`src/rtl/mem_req_arbiter.sv`:
```
// Arbiter for the memory adapter's single task port: store > load > fetch with
// a fetch anti-starvation boost, plus flush squashing. Optional counters: MEM_ARB_STATS_EN.
module mem_req_arbiter #(
  parameter int AGE_LIMIT = 4,
  parameter int AGE_W     = 4
) (
  input  logic        clk_in,
  input  logic        rst_in,
  input  logic        rdy_in,
  input  logic        flush_pipline,
  input  logic        if_req,
  input  logic [31:0] if_addr,
  output logic        if_done,
  output logic [31:0] if_data,
  input  logic        ld_req,
  input  logic [31:0] ld_addr,
  input  logic [1:0]  ld_size,
  output logic        ld_done,
  output logic [31:0] ld_data,
  input  logic        st_req,
  input  logic [31:0] st_addr,
  input  logic [1:0]  st_size,
  input  logic [31:0] st_data,
  output logic        st_done,
  output logic        mem_task,
  output logic [31:0] mem_addr,
  output logic        mem_rw,
  output logic [1:0]  mem_size,
  output logic [31:0] mem_wdata,
  input  logic        mem_task_done,
  input  logic [31:0] mem_rdata
`ifdef MEM_ARB_STATS_EN
  ,
  output logic [31:0] stat_if_cnt,
  output logic [31:0] stat_ld_cnt,
  output logic [31:0] stat_st_cnt,
  output logic [31:0] stat_squash_cnt
`endif
);

  typedef enum logic [1:0] {S_IDLE, S_BUSY, S_RESP} state_t;
  typedef enum logic [1:0] {W_IF, W_LD, W_ST} winner_t;

  localparam logic [AGE_W-1:0] AGE_MAX = AGE_W'(AGE_LIMIT);

  state_t      state_q, state_d;
  winner_t     winner_q, winner_d;
  logic        mem_task_q, mem_task_d;
  logic [31:0] mem_addr_q, mem_addr_d;
  logic        mem_rw_q, mem_rw_d;
  logic [1:0]  mem_size_q, mem_size_d;
  logic [31:0] mem_wdata_q, mem_wdata_d;
  logic        if_done_q, if_done_d;
  logic        ld_done_q, ld_done_d;
  logic        st_done_q, st_done_d;
  logic [31:0] if_data_q, if_data_d;
  logic [31:0] ld_data_q, ld_data_d;
  logic [AGE_W-1:0] age_q, age_d;
  logic        squash_q, squash_d;

  logic if_eff, ld_eff, fetch_boost;
  logic grant_if, grant_ld, grant_st;
  logic squash_now, suppress_done;

  // Flush in IDLE masks the speculative requesters for that cycle only.
  assign if_eff      = if_req & ~flush_pipline;
  assign ld_eff      = ld_req & ~flush_pipline;
  assign fetch_boost = if_eff && (age_q == AGE_MAX);

  always_comb begin
    grant_if = 1'b0;
    grant_ld = 1'b0;
    grant_st = 1'b0;
    if (state_q == S_IDLE) begin
      if (fetch_boost)  grant_if = 1'b1;
      else if (st_req)  grant_st = 1'b1;
      else if (ld_eff)  grant_ld = 1'b1;
      else if (if_eff)  grant_if = 1'b1;
    end
  end

  assign squash_now    = flush_pipline && (winner_q != W_ST);
  assign suppress_done = (state_q == S_BUSY) && mem_task_done && (squash_q || squash_now);

  always_comb begin
    state_d     = state_q;
    winner_d    = winner_q;
    mem_task_d  = mem_task_q;
    mem_addr_d  = mem_addr_q;
    mem_rw_d    = mem_rw_q;
    mem_size_d  = mem_size_q;
    mem_wdata_d = mem_wdata_q;
    if_done_d   = 1'b0;
    ld_done_d   = 1'b0;
    st_done_d   = 1'b0;
    if_data_d   = if_data_q;
    ld_data_d   = ld_data_q;
    age_d       = age_q;
    squash_d    = squash_q;

    case (state_q)
      S_IDLE: begin
        squash_d = 1'b0;
        if (grant_if) begin
          winner_d   = W_IF;
          mem_addr_d = if_addr;
          mem_rw_d   = 1'b0;
          mem_size_d = 2'b10;
        end else if (grant_st) begin
          winner_d    = W_ST;
          mem_addr_d  = st_addr;
          mem_rw_d    = 1'b1;
          mem_size_d  = st_size;
          mem_wdata_d = st_data;
        end else if (grant_ld) begin
          winner_d   = W_LD;
          mem_addr_d = ld_addr;
          mem_rw_d   = 1'b0;
          mem_size_d = ld_size;
        end
        if (grant_if || grant_ld || grant_st) begin
          mem_task_d = 1'b1;
          state_d    = S_BUSY;
        end
        // Age tracks how many grants in a row a waiting fetch has lost.
        if (grant_if || !if_req) begin
          age_d = '0;
        end else if ((grant_st || grant_ld) && (age_q != AGE_MAX)) begin
          age_d = age_q + AGE_W'(1);
        end
      end

      S_BUSY: begin
        if (squash_now) squash_d = 1'b1;
        if (mem_task_done) begin
          mem_task_d = 1'b0;
          state_d    = S_RESP;
          case (winner_q)
            W_IF:    begin if_data_d = mem_rdata; if_done_d = ~suppress_done; end
            W_LD:    begin ld_data_d = mem_rdata; ld_done_d = ~suppress_done; end
            default: st_done_d = 1'b1;
          endcase
        end
      end

      S_RESP: begin
        squash_d = 1'b0;
        state_d  = S_IDLE;
      end

      default: state_d = S_IDLE;
    endcase
  end

`ifdef MEM_ARB_STATS_EN
  logic [31:0] stat_if_q, stat_if_d;
  logic [31:0] stat_ld_q, stat_ld_d;
  logic [31:0] stat_st_q, stat_st_d;
  logic [31:0] stat_sq_q, stat_sq_d;

  always_comb begin
    stat_if_d = stat_if_q + {31'd0, grant_if};
    stat_ld_d = stat_ld_q + {31'd0, grant_ld};
    stat_st_d = stat_st_q + {31'd0, grant_st};
    stat_sq_d = stat_sq_q + {31'd0, suppress_done};
  end

  always_ff @(posedge clk_in) begin
    if (!rst_in) begin
      stat_if_q <= '0;
      stat_ld_q <= '0;
      stat_st_q <= '0;
      stat_sq_q <= '0;
    end else if (rdy_in) begin
      stat_if_q <= stat_if_d;
      stat_ld_q <= stat_ld_d;
      stat_st_q <= stat_st_d;
      stat_sq_q <= stat_sq_d;
    end
  end

  assign stat_if_cnt     = stat_if_q;
  assign stat_ld_cnt     = stat_ld_q;
  assign stat_st_cnt     = stat_st_q;
  assign stat_squash_cnt = stat_sq_q;
`endif

  always_ff @(posedge clk_in) begin
    if (!rst_in) begin
      state_q     <= S_IDLE;
      winner_q    <= W_IF;
      mem_task_q  <= 1'b0;
      mem_addr_q  <= '0;
      mem_rw_q    <= 1'b0;
      mem_size_q  <= '0;
      mem_wdata_q <= '0;
      if_done_q   <= 1'b0;
      ld_done_q   <= 1'b0;
      st_done_q   <= 1'b0;
      if_data_q   <= '0;
      ld_data_q   <= '0;
      age_q       <= '0;
      squash_q    <= 1'b0;
    end else if (rdy_in) begin
      state_q     <= state_d;
      winner_q    <= winner_d;
      mem_task_q  <= mem_task_d;
      mem_addr_q  <= mem_addr_d;
      mem_rw_q    <= mem_rw_d;
      mem_size_q  <= mem_size_d;
      mem_wdata_q <= mem_wdata_d;
      if_done_q   <= if_done_d;
      ld_done_q   <= ld_done_d;
      st_done_q   <= st_done_d;
      if_data_q   <= if_data_d;
      ld_data_q   <= ld_data_d;
      age_q       <= age_d;
      squash_q    <= squash_d;
    end
  end

  assign mem_task  = mem_task_q;
  assign mem_addr  = mem_addr_q;
  assign mem_rw    = mem_rw_q;
  assign mem_size  = mem_size_q;
  assign mem_wdata = mem_wdata_q;
  assign if_done   = if_done_q;
  assign ld_done   = ld_done_q;
  assign st_done   = st_done_q;
  assign if_data   = if_data_q;
  assign ld_data   = ld_data_q;

endmodule

```
`config.mk`:
```
export PLATFORM = sky130hd
export DESIGN_NAME = mem_req_arbiter
export DESIGN_NICKNAME = d
export VERILOG_FILES = /design/src/rtl/mem_req_arbiter.sv
export SDC_FILE = /design/constraint.sdc
export NUM_CORES = 1
export LEC_CHECK = 0
export BUFFER_PORTS_ARGS = -buffer_cell sky130_fd_sc_hd__buf_4
export CORE_AREA = 2 2 121 123
export DETAILED_ROUTE_END_ITERATION = 10
export DIE_AREA = 0 0 123 125
export GPL_TIMING_DRIVEN = 0
export MAX_ROUTING_LAYER = met4
export PLACE_DENSITY = 0.77
export SYNTH_ARGS = -nofsm -noshare
export SYNTH_HDL_FRONTEND = slang
export SYNTH_SLANG_ARGS = --single-unit
```
`constraint.sdc`:
```
create_clock -name clk_in -period 1.9 [get_ports clk_in]
set_input_delay 0.095 -clock clk_in [delete_from_list [all_inputs] [get_ports clk_in]]
set_output_delay 0.095 -clock clk_in [all_outputs]
set_load 0.01 [all_outputs]
```
==> results of run 1 <==
[kinds of logic after synthesis]
kind of cell | Yosys count | share of synthesized area [%]
AOI/OAI and AO/OA | 261 | 29.7
DFF | 143 | 48.0
buffers and inverters | 63 | 5.14
adders and majority gates | 2 | 0.419
and+or+nand+nor | 232 | 16.7
[per-layer routing]
layer / up-vias / global-route usage, %
li1: 3418 / -
met1: 3373 / 34.5
met2: 456 / 57.6
met3: 106 / 8.03
met4: 0 / 17.6
met5: - / -
[area by class of cell]
type,instances,area (um^2)
timing repair buffer,460,3830
fill,930,3400
multi-input combinational,495,2880
sequential,143,2860
clock buffer,21,480
buffer,57,322
tap,184,230
clock inverter,11,175
inverter,5,18.8
antenna,4,10.0
[how the worst max path moves through the flow]
stage / start / slack [ps] / end
2_1_floorplan: age_q[0] / 340 / winner_q[0]
3_3_place_gp: age_q[0] / -80 / mem_wdata[11]
3_5_place_dp: age_q[0] / -170 / mem_wdata[31]
4_1_cts: age_q[0] / 20 / mem_addr[19]
5_1_grt: state_q[0] / -90 / mem_addr[8]
6_report: age_q[0] / 20 / mem_addr[16]
[cells in the final DEF, fill, tap and decap left out, types with 17 or more instances in the layout]
| master | synthesis | routed |
|---|---|---|
| buf_4 | 4 | 316 |
| clkbuf_1 | 30 | 21 |
| a32oi_1 | 20 | 18 |
| clkbuf_16 | 0 | 17 |
| dfxtp_1 | 143 | 143 |
| a21boi_1 | 20 | 20 |
| o21ai_0 | 36 | 36 |
| a21boi_0 | 78 | 78 |
| a21oi_1 | 59 | 52 |
| nand2_1 | 197 | 197 |
| dlygate4sd3_1 | 0 | 149 |
[flip-flops by register name, summed over array words and instances (netlist names)]
register / flops
ld_data: 32
if_done: 1
squash_q: 1
if_data: 32
mem_wdata: 32
mem_addr: 32
state_q: 2
mem_size: 2
mem_task: 1
ld_done: 1
winner_q: 2
age_q: 4
st_done: 1
[metrics by stage]
stage                     hold slack (ps)  setup WS (ps)
after global placement                346          -82.3
final                                1.14           23.9
after detailed placement              353           -166
after CTS                           0.619           22.3
after global routing               0.0445          -88.9
after floorplan                       230            341
[power breakdown]
part	internal (W)	switching (W)
clock	0.00235	0.00133
sequential	0.00313	0.0000837
combinational	0.000813	0.000704
[worst register-to-register path, delay by kind of cell, from the launching register on]
family	cells	cell delay, ps
adder cells (fa/ha/maj)	1	180
flip-flops	1	330
buffers and inverters	3	420
AND/OR/NAND/NOR	1	180
AO/OA/AOI/OAI	3	640
[what timing repair did]
action                                  4_1_cts  5_1_grt
pin swaps                                     1        4
buffers inserted                              1        6
hold endpoints to repair                    129        0
endpoints found under the setup margin       48       69
gates cloned                                  0        1
resized for setup                             2       47
hold buffers                                149        0
==> flow_summary.ini, run 1 <==
[logic_synthesis]
yosysMostFrequentCell = nand2_1
yosys.area.top_type = dfxtp_1
yosys.cell_types.count = 49
yosysTopAreaCellShare_pct = 48.0
syn_inst = 701
synth_area_um2 = 5970
ys_ff_latch = 143
synth.avg_cell_area_um2 = 8.51
ys_async_sr_fraction_pct = 0
synth_edf_count = 0
synth_fp_nets = 875
synthTopCellsByCount = nand2_1 (197), dfxtp_1 (143), a21boi_0 (78), a21oi_1 (59), o21ai_0 (36)
synthTopCellsByArea = dfxtp_1 (48%), nand2_1 (12%), a21boi_0 (9.8%)
ys_seq_area_share_pct = 48.0
dominantRegCellSynth = dfxtp_1
synth_warnings = 0

[setup_path]
worstPathCellList = inv_1, ha_2, nand3b_1, o211a_1, buf_4, buf_6, a21oi_1, a21oi_1
end_kind = flip-flop
r2r-start = age_q[0]
path_max_fanout = 10
crit_buf_inv = 3
crit_family = compound AO/OA/AOI/OAI gates
arrival_ps = 2170
crit_slowest_cell = dfxtp_1
worst_path_largest_cell_delay_ps = 330
crit_top_cell = a21oi_1
r2r-end = mem_addr[16]
worstSetupPathType = flip-flop to flip-flop
required_ps = 2200
cp.depth = 8
worstSetupStartpointType = flip-flop
ff2ff_setup_slack_ps = 20
rr_worst_depth = 8

[routing]
drt_iter0_drc = 482
num_vias = 7353
drc = 0
wire_per_inst_um = 18.6
ant_nets = 0
viasPerCell = 5.33
top_layer_used = met4
wl_met2_mm = 12.8
wl_met1_mm = 9.21
wl_mm = 25.7
route.met3.wl_mm = 2.20
firstDrtPassIters = 7

[finish]
drive_gt1_share_pct = 33.6
syn_to_final_growth_pct = 81.1
num-nets-final = 1353
fin_util_pct = 76.0
finish.instance_area_um2 = 10800
final_cell_count_no_fill = 1380

[timing]
fin_skew_ps = 14.1
setup_violations = 0
relSlewSlack_pct = 56.8
maxSlewViolCount = 0
fin_tns_setup_ps = 0
fin_crit_ps = 1880
worst_pin_slew_ps = 648
hold_viol = 0
max_freq_ghz = 0.533
final_min_period_over_clock_period_pct = 98.7

[floorplan]
core_um2 = 14200
boundaryPins = 307
fp.dieH_um = 125
dieArea_um2 = 15400
die_w_um = 123
rows = 44
start_util_pct = 42.0

[clock_tree]
clock_path_buffers = 2
clk_pin_slew_ps = 60
cts_tree = yes
cts-buffers-inserted = 17
cts.sinks = 143
insertion_delay_ps = 420
htree_levels = 4
cts-root-buf = clkbuf_16

[global_routing]
grt_max_degree = 17
grt_pass1_wl_mm = 38.5
groute.usage.overall_pct = 33.3
antenna_found_initial = 3
overflow = 0
grt_pass1_vias = 7453

[power]
power.density_nw_per_um2 = 779
power_w = 0.00842
leakage_nw = 4.62
peakVddDrop_uv = 581

[placement]
dp.cells = 1188
hpwlAfterDp_mm = 16.3
gp_congestion = 0.865
port_buffers = 303
dpl_cell_area_um2 = 8470

[worst_hold_path]
min_path_cells = 3
hold_path_end = mem_addr[11]
min_path_type = input port to flip-flop
hold_start = st_addr[11]

[outcome]
outcome = complete, no violations

[job]
cap_viol_max_count = 0
Note: power is estimated with default switching activity, not from simulation.
==> run 2, diff against run 1 <==
--- a/config.mk
+++ b/config.mk
@@ -11,7 +11,8 @@
 export DIE_AREA = 0 0 123 125
 export GPL_TIMING_DRIVEN = 0
 export MAX_ROUTING_LAYER = met4
-export PLACE_DENSITY = 0.77
+export PLACE_DENSITY = 0.82
+export SLEW_MARGIN = 20
 export SYNTH_ARGS = -nofsm -noshare
 export SYNTH_HDL_FRONTEND = slang
 export SYNTH_SLANG_ARGS = --single-unit
==> constraint.sdc (replaced) <==
create_clock -name clk_in -period 1.9 [get_ports clk_in]
set_input_delay 0.38 -clock clk_in [delete_from_list [all_inputs] [get_ports clk_in]]
set_output_delay 0.38 -clock clk_in [all_outputs]
set_load 0.01 [all_outputs]
==> flow_summary.ini, run 2 (synthesized netlist as in run 1, its figures left out) <==
[timing]
final_min_period_over_clock_period_pct = 96.7
rsz0062_at_grt = true
hold_viol = 0
fin_skew_ps = 15.1
relSlewSlack_pct = 61.7
worst_pin_slew_ps = 574
fin_crit_ps = 1840
fin_hold_ws_ps = 201
maxSlewViolCount = 0
max_freq_ghz = 0.544
setup_violations = 0

[finish]
final_cell_mix = buf_4 (311), nand2_1 (197), dfxtp_1 (143)
num-nets-final = 1200
drive_gt1_share_pct = 36.8
seq_area_um2 = 2860
multiInputGateArea_um2 = 2830
layout_commonest_cell = buf_4
finish.instance_area_um2 = 9160
final_cell_count_no_fill = 1224
syn_to_final_growth_pct = 53.5
nFillCells = 1213

[setup_path]
critPathLaunch = age_q[0]
critical_path.endpoint = mem_addr[20]
arrival_ps = 2190
r2r-end = mem_addr[20]
ff2ff_setup_slack_ps = 60
r2r-start = age_q[0]
worstSetupStartpointType = flip-flop
worstSetupPathType = flip-flop to flip-flop
required_ps = 2250
rr_worst_depth = 7
end_kind = flip-flop
path_max_fanout = 10

[routing]
num_vias = 6422
ant_nets = 0
wl_mm = 20.8
wire_per_inst_um = 17.0
viasPerCell = 5.25
drc = 0
drt_iter0_drc = 422
firstDrtPassIters = 5

[placement]
dpl_cell_area_um2 = 8470
dp.cells = 1188
hpwlAfterDp_mm = 16.0
port_buffers = 303
gp_congestion = 0.888

[global_routing]
grt_max_degree = 17
overflow = 0
grt_pass1_wl_mm = 31.1
groute.usage.overall_pct = 27.1
grt_pass1_vias = 6172
antenna_found_initial = 1

[clock_tree]
clock_path_buffers = 2
insertion_delay_ps = 430
cts.sinks = 143
cts-buffers-inserted = 17
cts_tree = yes
holdBufCountCts = 0
cts-root-buf = clkbuf_16
clk_pin_slew_ps = 60
htree_levels = 4

[floorplan]
fp.dieH_um = 125
boundaryPins = 307
core_um2 = 14200
dieArea_um2 = 15400
start_util_pct = 42.0
rows = 44
die_w_um = 123

[power]
power.density_nw_per_um2 = 852
peakVddDrop_uv = 639
leakage_nw = 3.94

[worst_hold_path]
min_path_type = input port to flip-flop

[job]
cap_viol_max_count = 0

[outcome]
outcome = complete, no violations
## run 2: cell types whose count changed in the layout (fill, tap and decap cells not counted), moves of 2 or more
cell,delta
clkbuf_1,+5
a21oi_1,+7
diode_2,-3
dlygate4sd3_1,-149
a32oi_1,+2
buf_4,-5
a32oi_2,-2
clkbuf_8,-3
buf_6,-3
a21oi_2,-7
## run 2: what timing repair did
item                       CTS  global route
setup endpoints to repair   30            68
setup buffers                0             3
pin swaps                    0             3
resized for setup            1            22
## run 2: area by class of cell
cell class / count / share of cell area, %
multi-input combinational: 495 / 30.9
tap: 184 / 2.51
sequential: 143 / 31.3
clock buffer: 20 / 4.88
antenna: 1 / 0.0273
buffer: 58 / 3.35
inverter: 5 / 0.205
timing repair buffer: 306 / 25.1
clock inverter: 12 / 1.74
## run 2: routing by layer
| layer | global-route usage, % | wire, um | up-vias |
|---|---|---|---|
| met4 | 14.9 | 803 | 0 |
| met3 | 6.07 | 1690 | 49 |
| met5 | - | 0 | - |
| met1 | 29.3 | 7910 | 2958 |
| met2 | 45.6 | 10400 | 314 |
| li1 | - | - | 3101 |
## run 2: metrics by stage
stage	power, W	setup WS [ps]	utilization [%]	setup TNS [ps]
6_report	0.00780	62.2	64.5	0
5_1_grt	0.00809	-36.9	64.5	-162
4_1_cts	0.00782	10.7	63.9	0
3_5_place_dp	0.00440	-115	59.6	-2240
3_3_place_gp	0.00439	-37.9	59.6	-674
2_1_floorplan	0.00376	341	-	0
## run 2: worst min-delay path by stage
stage | from | endpoint | cells past startpoint
floorplan | squash_q | squash_q | 2
global placement | if_data[13] | if_data[13] | 2
detailed placement | if_data[30] | if_data[30] | 2
CTS | st_data[6] | mem_wdata[6] | 3
global route | st_data[6] | mem_wdata[6] | 3
finish | st_data[6] | mem_wdata[6] | 3
## run 2: where the power goes
part	leakage, nW	switching, W	total [W]	internal, W
Combinational	2.49	0.000575	0.00116	0.000590
Sequential	1.16	0.0000756	0.00321	0.00313
Clock	0.291	0.00132	0.00343	0.00211
Total	3.94	0.00197	0.00780	0.00583
## run 2: worst max-delay path, cell delays in order, from the launching register on
cell and delay (ps):
dfxtp_1 360, inv_1 70, ha_1 210, and3b_1 260, o221ai_4 290, clkbuf_4 290
a22oi_1 120, a21oi_1 160
==> run 3, diff against run 2 <==
--- a/config.mk
+++ b/config.mk
@@ -5,13 +5,13 @@
 export SDC_FILE = /design/constraint.sdc
 export NUM_CORES = 1
 export LEC_CHECK = 0
-export BUFFER_PORTS_ARGS = -buffer_cell sky130_fd_sc_hd__buf_4
 export CORE_AREA = 2 2 121 123
 export DETAILED_ROUTE_END_ITERATION = 10
 export DIE_AREA = 0 0 123 125
+export DONT_BUFFER_PORTS = 1
 export GPL_TIMING_DRIVEN = 0
 export MAX_ROUTING_LAYER = met4
-export PLACE_DENSITY = 0.82
+export PLACE_DENSITY = 0.63
 export SLEW_MARGIN = 20
 export SYNTH_ARGS = -nofsm -noshare
 export SYNTH_HDL_FRONTEND = slang
==> flow_summary.ini, run 3 (synthesized netlist as in run 1, its figures left out) <==
[setup_path]
worstSetupPathType = flip-flop to flip-flop
crit_family = compound AO/OA/AOI/OAI gates
required_ps = 2170
end_kind = flip-flop
worstSetupStartpointType = flip-flop
worst_path_largest_cell_delay_ps = 460
arrival_ps = 2130
path_max_fanout = 4
crit_buf_inv = 2
worstPathCellList = inv_1, ha_2, nand3b_1, buf_4, o21a_1, o31ai_1, a21oi_1
crit_slowest_cell = o31ai_1

[floorplan]
boundaryPins = 307
fp.dieH_um = 125
start_util_pct = 42.0
rows = 44
core_um2 = 14200
dieArea_um2 = 15400
die_w_um = 123

[clock_tree]
insertion_delay_ps = 420
cts-buffers-inserted = 17
cts.sinks = 143
cts_tree = yes
clock_path_buffers = 2
cts-root-buf = clkbuf_16
holdBufCountCts = 0
htree_levels = 4
clk_pin_slew_ps = 60

[routing]
ant_nets = 0
wl_mm = 18.7
wire_per_inst_um = 20.3
firstDrtPassIters = 5
drt_iter0_drc = 245
viasPerCell = 5.71
num_vias = 5249
drc = 0

[timing]
fin_skew_ps = 11.2
relSlewSlack_pct = 58.4
max_freq_ghz = 0.539
fin_crit_ps = 1860
fin_tns_setup_ps = 0
final_min_period_over_clock_period_pct = 97.7
setup_violations = 0
worst_pin_slew_ps = 623
hold_viol = 0
fin_hold_ws_ps = 97.2
rsz0062_at_grt = true
maxSlewViolCount = 0
worst_slack_ps = 43.5

[placement]
hpwlAfterDp_mm = 14.4
dpl_cell_area_um2 = 6200
gp_congestion = 0.882
port_buffers = 0
post-place-ws_ps = -146

[finish]
final_cell_mix = nand2_1 (197), dfxtp_1 (143), a21boi_0 (77)
finish.instance_area_um2 = 6910
syn_to_final_growth_pct = 15.9
n_antenna_cell = 0
layout_commonest_cell = nand2_1
num-nets-final = 897
drive_gt1_share_pct = 11.3

[global_routing]
grt_max_degree = 17
grt_pass1_wl_mm = 28.2
grt_pass1_vias = 5416
overflow = 0
antenna_found_initial = 0
groute.usage.overall_pct = 24.6

[outcome]
outcome = complete, no violations

[power]
power.density_nw_per_um2 = 1060
leakage_nw = 2.43
peakVddDrop_uv = 561
power_w = 0.00733

[job]
cap_viol_max_count = 0

[worst_hold_path]
min_path_type = input port to flip-flop
[run 3: metal layers]
metal  share of wire [%]  up-vias  track usage (%)  routed length (um)
li1                    -     2492                -                   -
met1                  36     2426             24.7                6730
met2                  50      283             41.9                9360
met3                  10       48             8.49                1890
met4                 3.8        0             12.0                 701
met5                   0        -                -                   0
[run 3: report_power, final]
group          switching, W  internal (W)  total (W)
sequential         0.000159       0.00313    0.00329
combinational      0.000384      0.000246   0.000630
clock               0.00130       0.00210    0.00341
total               0.00185       0.00548    0.00733
[run 3: what timing repair did]
item / CTS / global route
setup endpoints to repair: 48 / 63
gates resized for setup: 8 / 29
pin swaps: 0 / 2
buffers inserted: 0 / 3
[run 3: path summary, 6_finish.rpt]
path                               startpoint     endpoint  slack [ps]  depth (start not counted)
worst max-delay path                 age_q[0]     age_q[0]          40                          7
worst min-delay path            mem_rdata[16]  if_data[16]         100                          2
worst max register to register       age_q[0]     age_q[0]          40                          7
worst min register to register    if_data[28]  if_data[28]         500                          2
[run 3: layout make-up]
| cell class | instances | area (um^2) |
|---|---|---|
| fillers | 1343 | 7290 |
| flip-flops and latches | 143 | 2860 |
| multi-input cells | 495 | 2840 |
| clock buffers | 19 | 443 |
| plain buffers | 58 | 327 |
| well taps | 184 | 230 |
| clock inverters | 13 | 161 |
| repair buffers | 3 | 35.0 |
| inverters | 5 | 18.8 |
[run 3: per-stage QoR]
step / util (%) / instances
2_1_floorplan: - / 701
3_3_place_gp: 43.6 / 885
3_5_place_dp: 43.6 / 885
4_1_cts: 48.1 / 917
5_1_grt: 48.7 / 920
6_report: 48.7 / 920
[run 3: worst reg2reg max path, cell delays in order (launching register included)]
cell and delay [ps]:
dfxtp_1 340, inv_1 90, ha_2 190, nand3b_1 210, buf_4 210, o21a_1 140
o31ai_1 460, a21oi_1 90
